==> src/rtl/time_entry_pkg.sv <==
// Shared types and constants for the time_entry key-to-centisecond front end.
// Digit index 4 is minutes, index 0 is hundredths.
package time_entry_pkg;

  typedef enum logic [1:0] {IDLE, EDIT, COMMIT} state_t;

  typedef logic [3:0] bcd_t;

  localparam int NUM_DIGITS = 5;

  localparam logic [2:0] DIG_M   = 3'd4;
  localparam logic [2:0] DIG_S10 = 3'd3;
  localparam logic [2:0] DIG_S1  = 3'd2;
  localparam logic [2:0] DIG_C10 = 3'd1;
  localparam logic [2:0] DIG_C1  = 3'd0;

  // Tens-of-seconds is the only digit that rolls over at 5.
  function automatic bcd_t wrap_limit(input logic [2:0] idx);
    return (idx == DIG_S10) ? 4'd5 : 4'd9;
  endfunction

  function automatic logic [16:0] place_weight(input logic [2:0] idx);
    logic [16:0] w;
    case (idx)
      DIG_M:   w = 17'd6000;
      DIG_S10: w = 17'd1000;
      DIG_S1:  w = 17'd100;
      DIG_C10: w = 17'd10;
      default: w = 17'd1;
    endcase
    return w;
  endfunction

  // Largest reachable value is 9:59.99 = 59999, so 17 bits never overflow.
  function automatic logic [16:0] to_centis(input logic [19:0] d);
    logic [16:0] sum;
    sum = '0;
    for (int i = 0; i < NUM_DIGITS; i++) begin
      sum = sum + 17'(d[i*4 +: 4]) * place_weight(3'(i));
    end
    return sum;
  endfunction

endpackage

==> src/rtl/time_entry_button_conditioner.sv <==
// Raw active-low key -> 2-flop synchronizer -> debouncer -> one-cycle press event.
// A key already held when reset releases stays silent until it is seen released.
module button_conditioner #(
  parameter int DEBOUNCE_CYCLES = 500000
) (
  input  logic clk,
  input  logic reset,
  input  logic btn,
  output logic pressed,
  output logic press
);

  localparam int CW = $clog2(DEBOUNCE_CYCLES + 1);

  logic          sync1;
  logic          sync2;
  logic          stable;
  logic          armed;
  logic [1:0]    fill;
  logic [CW-1:0] cnt;
  logic          settle;

  assign settle  = (sync2 != stable) && (cnt == CW'(DEBOUNCE_CYCLES - 1));
  assign press   = settle && !sync2 && armed;
  assign pressed = !stable && armed;

  // fill marks when sync2 holds a real sample rather than its reset value,
  // so arming needs a genuinely released key.
  always_ff @(posedge clk or negedge reset) begin
    if (!reset) begin
      sync1  <= 1'b1;
      sync2  <= 1'b1;
      stable <= 1'b1;
      cnt    <= '0;
      fill   <= '0;
      armed  <= 1'b0;
    end else begin
      sync1 <= btn;
      sync2 <= sync1;
      fill  <= {fill[0], 1'b1};
      if (fill[1] && sync2 && stable) begin
        armed <= 1'b1;
      end
      if (sync2 == stable) begin
        cnt <= '0;
      end else if (settle) begin
        stable <= sync2;
        cnt    <= '0;
      end else begin
        cnt <= cnt + 1'b1;
      end
    end
  end

endmodule

==> src/rtl/time_entry.sv <==
// Pushbutton time editor: edits M:SS.cc as BCD and commits it as binary centiseconds.
// Optional auto-repeat on the increment key is enabled by TIME_ENTRY_AUTO_REPEAT_EN.
module time_entry
  import time_entry_pkg::*;
#(
  parameter int DEBOUNCE_CYCLES = 500000,
  parameter int REPEAT_CYCLES   = 25000000
) (
  input  logic        clk,
  input  logic        reset,
  input  logic        inc_btn,
  input  logic        next_btn,
  input  logic        load_btn,
  output logic [19:0] digits,
  output logic [4:0]  digit_sel,
  output logic        editing,
  output logic [15:0] time_out,
  output logic        load_pulse
);

  state_t      state;
  logic [2:0]  cursor;
  logic [19:0] dig_r;
  logic [2:0]  held;
  logic        inc_press;
  logic        next_evt;
  logic        load_evt;
  logic        inc_evt;
  bcd_t        cur_digit;

  button_conditioner #(.DEBOUNCE_CYCLES(DEBOUNCE_CYCLES)) u_inc (
    .clk(clk), .reset(reset), .btn(inc_btn), .pressed(held[0]), .press(inc_press)
  );
  button_conditioner #(.DEBOUNCE_CYCLES(DEBOUNCE_CYCLES)) u_next (
    .clk(clk), .reset(reset), .btn(next_btn), .pressed(held[1]), .press(next_evt)
  );
  button_conditioner #(.DEBOUNCE_CYCLES(DEBOUNCE_CYCLES)) u_load (
    .clk(clk), .reset(reset), .btn(load_btn), .pressed(held[2]), .press(load_evt)
  );

`ifdef TIME_ENTRY_AUTO_REPEAT_EN
  localparam int RW = $clog2(REPEAT_CYCLES + 1);

  logic [RW-1:0] rpt_cnt;
  logic          rpt_fire;
  logic          unused_held;

  assign rpt_fire    = (state == EDIT) && held[0] && (rpt_cnt == RW'(REPEAT_CYCLES - 1));
  assign inc_evt     = inc_press | rpt_fire;
  assign unused_held = ^held[2:1];

  // Counts hold time since the last inc event; any cursor move or exit restarts it.
  always_ff @(posedge clk or negedge reset) begin
    if (!reset) begin
      rpt_cnt <= '0;
    end else if ((state != EDIT) || !held[0] || next_evt || load_evt || inc_press || rpt_fire) begin
      rpt_cnt <= '0;
    end else begin
      rpt_cnt <= rpt_cnt + 1'b1;
    end
  end
`else
  logic unused_cfg;

  assign inc_evt    = inc_press;
  assign unused_cfg = ^{held, REPEAT_CYCLES};
`endif

  assign cur_digit = dig_r[{cursor, 2'b00} +: 4];
  assign digits    = dig_r;
  assign editing   = (state == EDIT);
  assign digit_sel = editing ? (5'd1 << cursor) : 5'd0;

  // In EDIT a load beats a cursor move, which beats an increment.
  always_ff @(posedge clk or negedge reset) begin
    if (!reset) begin
      state      <= IDLE;
      cursor     <= DIG_M;
      dig_r      <= '0;
      time_out   <= '0;
      load_pulse <= 1'b0;
    end else begin
      load_pulse <= 1'b0;
      case (state)
        IDLE: begin
          if (next_evt) begin
            state  <= EDIT;
            cursor <= DIG_M;
          end
        end
        EDIT: begin
          if (load_evt) begin
            state <= COMMIT;
          end else if (next_evt) begin
            cursor <= (cursor == DIG_C1) ? DIG_M : cursor - 3'd1;
          end else if (inc_evt) begin
            dig_r[{cursor, 2'b00} +: 4] <= (cur_digit == wrap_limit(cursor)) ? 4'd0 : cur_digit + 4'd1;
          end
        end
        COMMIT: begin
          time_out   <= 16'(to_centis(dig_r));
          load_pulse <= 1'b1;
          state      <= IDLE;
        end
        default: state <= IDLE;
      endcase
    end
  end

endmodule
==> config.mk <==
export PLATFORM = sky130hd
export DESIGN_NAME = time_entry
export DESIGN_NICKNAME = d
export VERILOG_FILES = /design/src/rtl/time_entry_pkg.sv /design/src/rtl/time_entry_button_conditioner.sv /design/src/rtl/time_entry.sv
export SDC_FILE = /design/constraint.sdc
export NUM_CORES = 1
export LEC_CHECK = 0
export ABC_AREA = 1
export CAP_MARGIN = 40
export CORE_MARGIN = 4
export CORE_UTILIZATION = 45
export DETAILED_ROUTE_END_ITERATION = 12
export DONT_BUFFER_PORTS = 1
export HOLD_SLACK_MARGIN = 0.1
export MAX_ROUTING_LAYER = met4
export SKIP_LAST_GASP = 1
export SYNTH_ARGS = -nofsm -noshare
export SYNTH_HDL_FRONTEND = slang
export SYNTH_SLANG_ARGS = --single-unit
==> constraint.sdc <==
create_clock -name clk -period 5 [get_ports clk]
set_clock_uncertainty 0.05 [all_clocks]
set_input_delay 0.5 -clock clk [delete_from_list [all_inputs] [get_ports clk]]
set_output_delay 0.5 -clock clk [all_outputs]
set_load 0.005 [all_outputs]
# ---- After elaboration in Yosys (flattened, before gate mapping)
# Cells that the tools add are included.
dict set report totals {
  in_bits 5
  reg_bits 117
  word_cells 115
}
dict set report op_classes {
  muxes 24
  reduce_logical 27
  add_sub_neg 10
  n_mul 5
  n_shift 4
  n_eq_ne 17
  bitwise_logic 5
}
# operator count
set op_table {}
lappend op_table {{19-bit 2-to-1 mux} 6}
lappend op_table {{4-bit by 17-bit multiplier with 16-bit output} 5}
lappend op_table {{17-bit 2-to-1 mux} 5}
lappend op_table {{16-bit adder} 4}
lappend op_table {{19-bit by 1-bit adder with 19-bit output (second input constant)} 3}
lappend op_table {{19-bit == test (second input constant)} 3}
lappend op_table {{20-bit bitwise mux} 1}
lappend op_table {{4-bit by 7-bit variable shift with 20-bit output (first input constant)} 1}
lappend op_table {{20-bit by 6-bit variable part select with 4-bit output} 1}
lappend op_table {{4-bit by 7-bit variable part select with 20-bit output} 1}
lappend op_table {{1-bit logical AND} 15}
lappend op_table {{3-bit 2-to-1 mux} 4}
lappend op_table {{4-bit 2-to-1 mux} 2}
lappend op_table {{2-bit AND reduction} 4}
lappend op_table {{4-bit AND reduction} 2}
lappend op_table {{5-bit negation with 7-bit output} 1}
lappend op_table {{3-bit one-hot mux with 2 select lines} 1}
lappend op_table {{5-bit 2-to-1 mux} 1}
lappend op_table {{1-bit inverter} 5}
lappend op_table {{1-bit by 3-bit << shifter with 5-bit output (first input constant)} 1}
lappend op_table {{4-bit by 1-bit adder with 4-bit output (second input constant)} 1}
lappend op_table {{4-bit == test} 1}
lappend op_table {{2-bit 2-to-1 mux} 2}
lappend op_table {{2-bit by 1-bit != test with 1-bit output (second input constant)} 2}
lappend op_table {{other kinds (13)} 20}

# ---- Depth between registers and ports, before layout
dict set report depth {
  word_depth 7
  ltp_mapped 20
}

# ---- Cells and area by module
# A second synthesis with hierarchy kept.
dict set report unflattened {
  hier_cells 1083
  hier_area_um2 8693.3
}
# module cells_per_inst area_each_um2 n_inst
set modules_own_cells {}
lappend modules_own_cells {time_entry 561 4752.1 1}
lappend modules_own_cells {button_conditioner 174 1313.8 3}

# ---- Worst setup path before layout
# OpenSTA, ideal clock, no wires.
dict set report synth_path {
  kind {register -> register}
  start {reg dig_r[12] (netlist: digits[12])}
  end {reg time_out[12]}
  required_ns 4.815
  arrival_time_ns 5.029
  path_stages_with_launch 20
  setup_ns 0.135
  setup_slack_ns -0.214
  path_cell_list {dfrtp_1 inv_1 fa_1 fa_1 inv_1 fa_1 fa_1 inv_1 fa_1 inv_1 fa_1 ha_1 ha_1 nand2_1 inv_1 a21oi_1 nor2_1 nor2_1 xor2_1 o21ai_0}
}
dict set report synth_between {
  elab_chain_cells 3
}
# item line
set synth_lines {}
lappend synth_lines {{from (decl)} time_entry.sv:23} ;# logic [19:0] dig_r;
lappend synth_lines {{from (signal, indexed assignment)} time_entry.sv:97} ;# dig_r[{cursor, 2'b00} +: 4] <= (cur_digit == wrap_limit(cursor)) ? 4'd0 : cur_digit + 4'd1;
lappend synth_lines {{4-bit by 17-bit multiplier with 16-bit output} time_entry_pkg.sv:39} ;# sum = sum + 17'(d[i*4 +: 4]) * place_weight(3'(i));
lappend synth_lines {{16-bit adder (2 in series)} time_entry_pkg.sv:39}
lappend synth_lines {{to (signal assigned)} time_entry.sv:101} ;# time_out <= 16'(to_centis(dig_r));
lappend synth_lines {{to (decl)} time_entry.sv:17} ;# output logic [15:0] time_out,
# Every way passes these cells.
# A chain may end at the register's enable or synchronous reset.

# ---- Worst setup path after layout
# Ends and elaborated chain as after synthesis.

==> flow_summary.yaml <==
finish:
  fin_cells: 1334
  syn2layout_area_growth_pct: 18.3
  mostFrequentLayoutCell: "nand2_1"
  multi_input_area_um2: 4980
  most-common-layout-cells: "nand2_1 (211), inv_1 (177), nor2_1 (126)"
  final_util_pct: 54.3
  register_area_um2: 2840
  drive_above_1_share_pct: 14.6
  finalNetCount: 1225
  nFillCells: 1665
  antenna_cells: 0
placed_design:
  port_buffers: 0
  dpl.hpwl_um: 14900
  gp_congestion: 0.927
  numPlacedInstances: 1289
timing:
  worst_slack_ns: -0.0114
  slew_violations: 0
  grt_setup_unrepaired: "true"
  tns_ns: -0.0148
  max_freq_ghz: 0.200
  max_slew_margin_pct: 57.7
  post-route-period-util_pct: 100
  worst_pin_slew_ns: 0.634
  setup_violations: 2
  hold_slack_ns: 0.303
  min_period_ns: 5.01
  hold_viol: 0
power_and_ir_drop:
  internal_power_mw: 1.63
  clkPwrFrac_pct: 53.9
  p_total_mw: 2.13
  p_leak_nw: 5.03
  powerDensity_nw_per_um2: 217
  seqPwrFrac_pct: 43.9
  switchingPower_uw: 497
  combPwrFrac_pct: 2.2
  vdd_drop_max_mv: 0.227
  switching_share_pct: 23.4
critical_path:
  arrival_ns: 5.23
  crit_path_start_kind: "flop"
  path_class: "flop to flop"
  cp_max_fo: 4
  path_cells: "inv_2 -> fa_2 -> fa_1 -> inv_1 -> fa_1 -> fa_2 -> inv_2 -> fa_1 -> inv_2 -> fa_2 -> ha_4 -> ha_4 -> a21o_1 -> a21oi_2 -> nor2_1 -> nor2_1 -> xor2_1 -> o21ai_1"
  cp_slowest_cell: "fa_2"
  crit_path_end_kind: "flop"
  required_ns: 5.21
  cpPeakStageDelay_ns: 0.57
clocking:
  root_buffer: "clkbuf_16"
  clock_latency_ns: 0.41
  cts_tree: "built"
  cts_sinks: 113
  cts_buffer_depth: 2
  path_clk_slew_ns: 0.06
  cts-htree-levels: 4
  numCtsBuffers: 17
outcome:
  outcome: "finished, violations left"
  violations: "negative setup slack"
yosys:
  ys_seq_area_share_pct: 34.2
  synth_largest_area_cell: "dfrtp_1"
  synth_nets: 1159
  ys_warn_count: 0
  ys_seq_elements: 113
  synthesis.area_um2: 8300
  synth_area_leaders: "dfrtp_1 (31%), ha_1 (13%), fa_1 (10%)"
  avgSynthCellArea_um2: 8.09
  synthCells: 1026
  synth_cell_types: 43
  yosysTopAreaCellShare_pct: 31.0
global_route:
  gr-total-overflow: 0
  grt_pass1_vias: 6362
  grt_max_degree: 114
  grt_usage_pct: 19.8
  grt_pass1_wl_um: 31500
  antenna_found_initial: 0
floorplan:
  ios: 48
  start_util_pct: 45.9
  std_cell_rows: 49
  core_area_um2: 18100
  die_y_um: 144
  die_w_um: 144
  die_area_um2: 20700
flow_run:
  max-cap-violations: 0
detailed_routing:
  via_per_inst: 4.92
  avgRoutedWirePerCell_um: 14.4
  drt-total-wl_um: 19300
  drt_iter0_drc: 286
  first_pass_iters: 4
  vias: 6560
  drc_errors: 0
  antenna_left: 0
worst_hold_path:
  hold_class: "flop to flop"
==> power by group through the flow <==
stage	logic [mW]	clock network (mW)	registers (mW)
floorplan	0.0194	0	0.947
global placement	0.0247	0	0.949
detailed placement	0.0252	0	0.949
CTS	0.0492	1.17	0.933
global route	0.0555	1.22	0.934
finish	0.0471	1.15	0.933
==> cells in the mapped netlist, drive strengths merged <==
cell and number:
nor3 13, conb 1, a211oi 3, dfrtp 103, o21ai 42, a21oi 18, o32ai 1, xnor2 10
inv 189, clkbuf 4, clkinv 1, fa 43, nand4 20, xor2 20, dfstp 10, nor4 2
a31oi 5, and3 3, nand3 69, or2 3, a21boi 1, o21a 3, nor2 143, a31o 1
buf 2, nand3b 2, a21o 2, o31ai 1, nand2 220, ha 85, o21bai 2, nor3b 4
==> cells by family after synthesis <==
family,after synthesis,synth area share [%]
compound gates,79,5.29
xor+xnor,30,3.16
fa+ha+maj,128,23.2
buf+inv,196,8.92
flops,113,34.2
other cells,1,0.0452
simple gates,479,25.2
==> area by class of cell <==
type                       instances  area share, %
tap                              229           2.92
sequential                       113           28.9
inverter                         190           7.26
clock buffer                      19           4.41
timing repair buffer              53           4.43
clock inverter                    13           1.34
multi-input combinational        717           50.7
==> timing repair <==
| item | CTS | global route |
|---|---|---|
| endpoints found under the setup margin | 7 | 8 |
| pin swaps | 3 | 31 |
| buffers inserted | 0 | 8 |
| hold buffers | 5 | 0 |
| hold endpoints to repair | 116 | 0 |
| gates resized for setup | 7 | 44 |
==> state kept, by name, summed over array words and instances (netlist names), 2 cells and up <==
name        flops
time_out       16
state           2
u_inc.cnt      19
u_load.cnt     19
cursor          3
digits         20
u_next.cnt     19
==> metrics by stage <==
step	area, µm²	setup WS (ns)
2_1_floorplan	8350	0.00554
3_3_place_gp	8900	-0.0534
3_5_place_dp	8910	-0.142
4_1_cts	9560	0.00409
5_1_grt	9820	-0.221
6_report	9820	-0.0114
==> metal layers <==
metal | GRT usage (%) | part of all wire, % | wire, µm | vias up
met5 | - | 0 | 0 | -
met3 | 5.06 | 5.3 | 1010 | 24
li1 | - | - | - | 3354
met4 | 5.70 | 1.9 | 362 | 0
met2 | 32.4 | 49 | 9450 | 115
met1 | 24.3 | 44 | 8430 | 3067
==> path summary, 6_finish.rpt <==
kind	slack (ns)	depth (start not counted)	from	to
worst max-delay path	-0.01	18	digits[12]	time_out[12]
worst max register to register	-0.01	18	digits[12]	time_out[12]
min in group asynchronous	0.61	2	reset	time_out[14]
worst min-delay path	0.30	0	u_load.fill[0]	u_inc.fill[1]
max in group asynchronous	3.75	2	reset	digits[13]
worst min register to register	0.30	0	u_load.fill[0]	u_inc.fill[1]
==> worst max-delay path: cells and delay by family (launching register included) <==
kind,cells,cell delay (ns)
AND/OR/NAND/NOR,2,0.18
AO/OA/AOI/OAI,3,0.42
buffers and inverters,4,0.23
flip-flops,1,0.39
XOR/XNOR,1,0.15
adder cells (fa/ha/maj),8,3.48
Power figures use the tool's default switching activity.
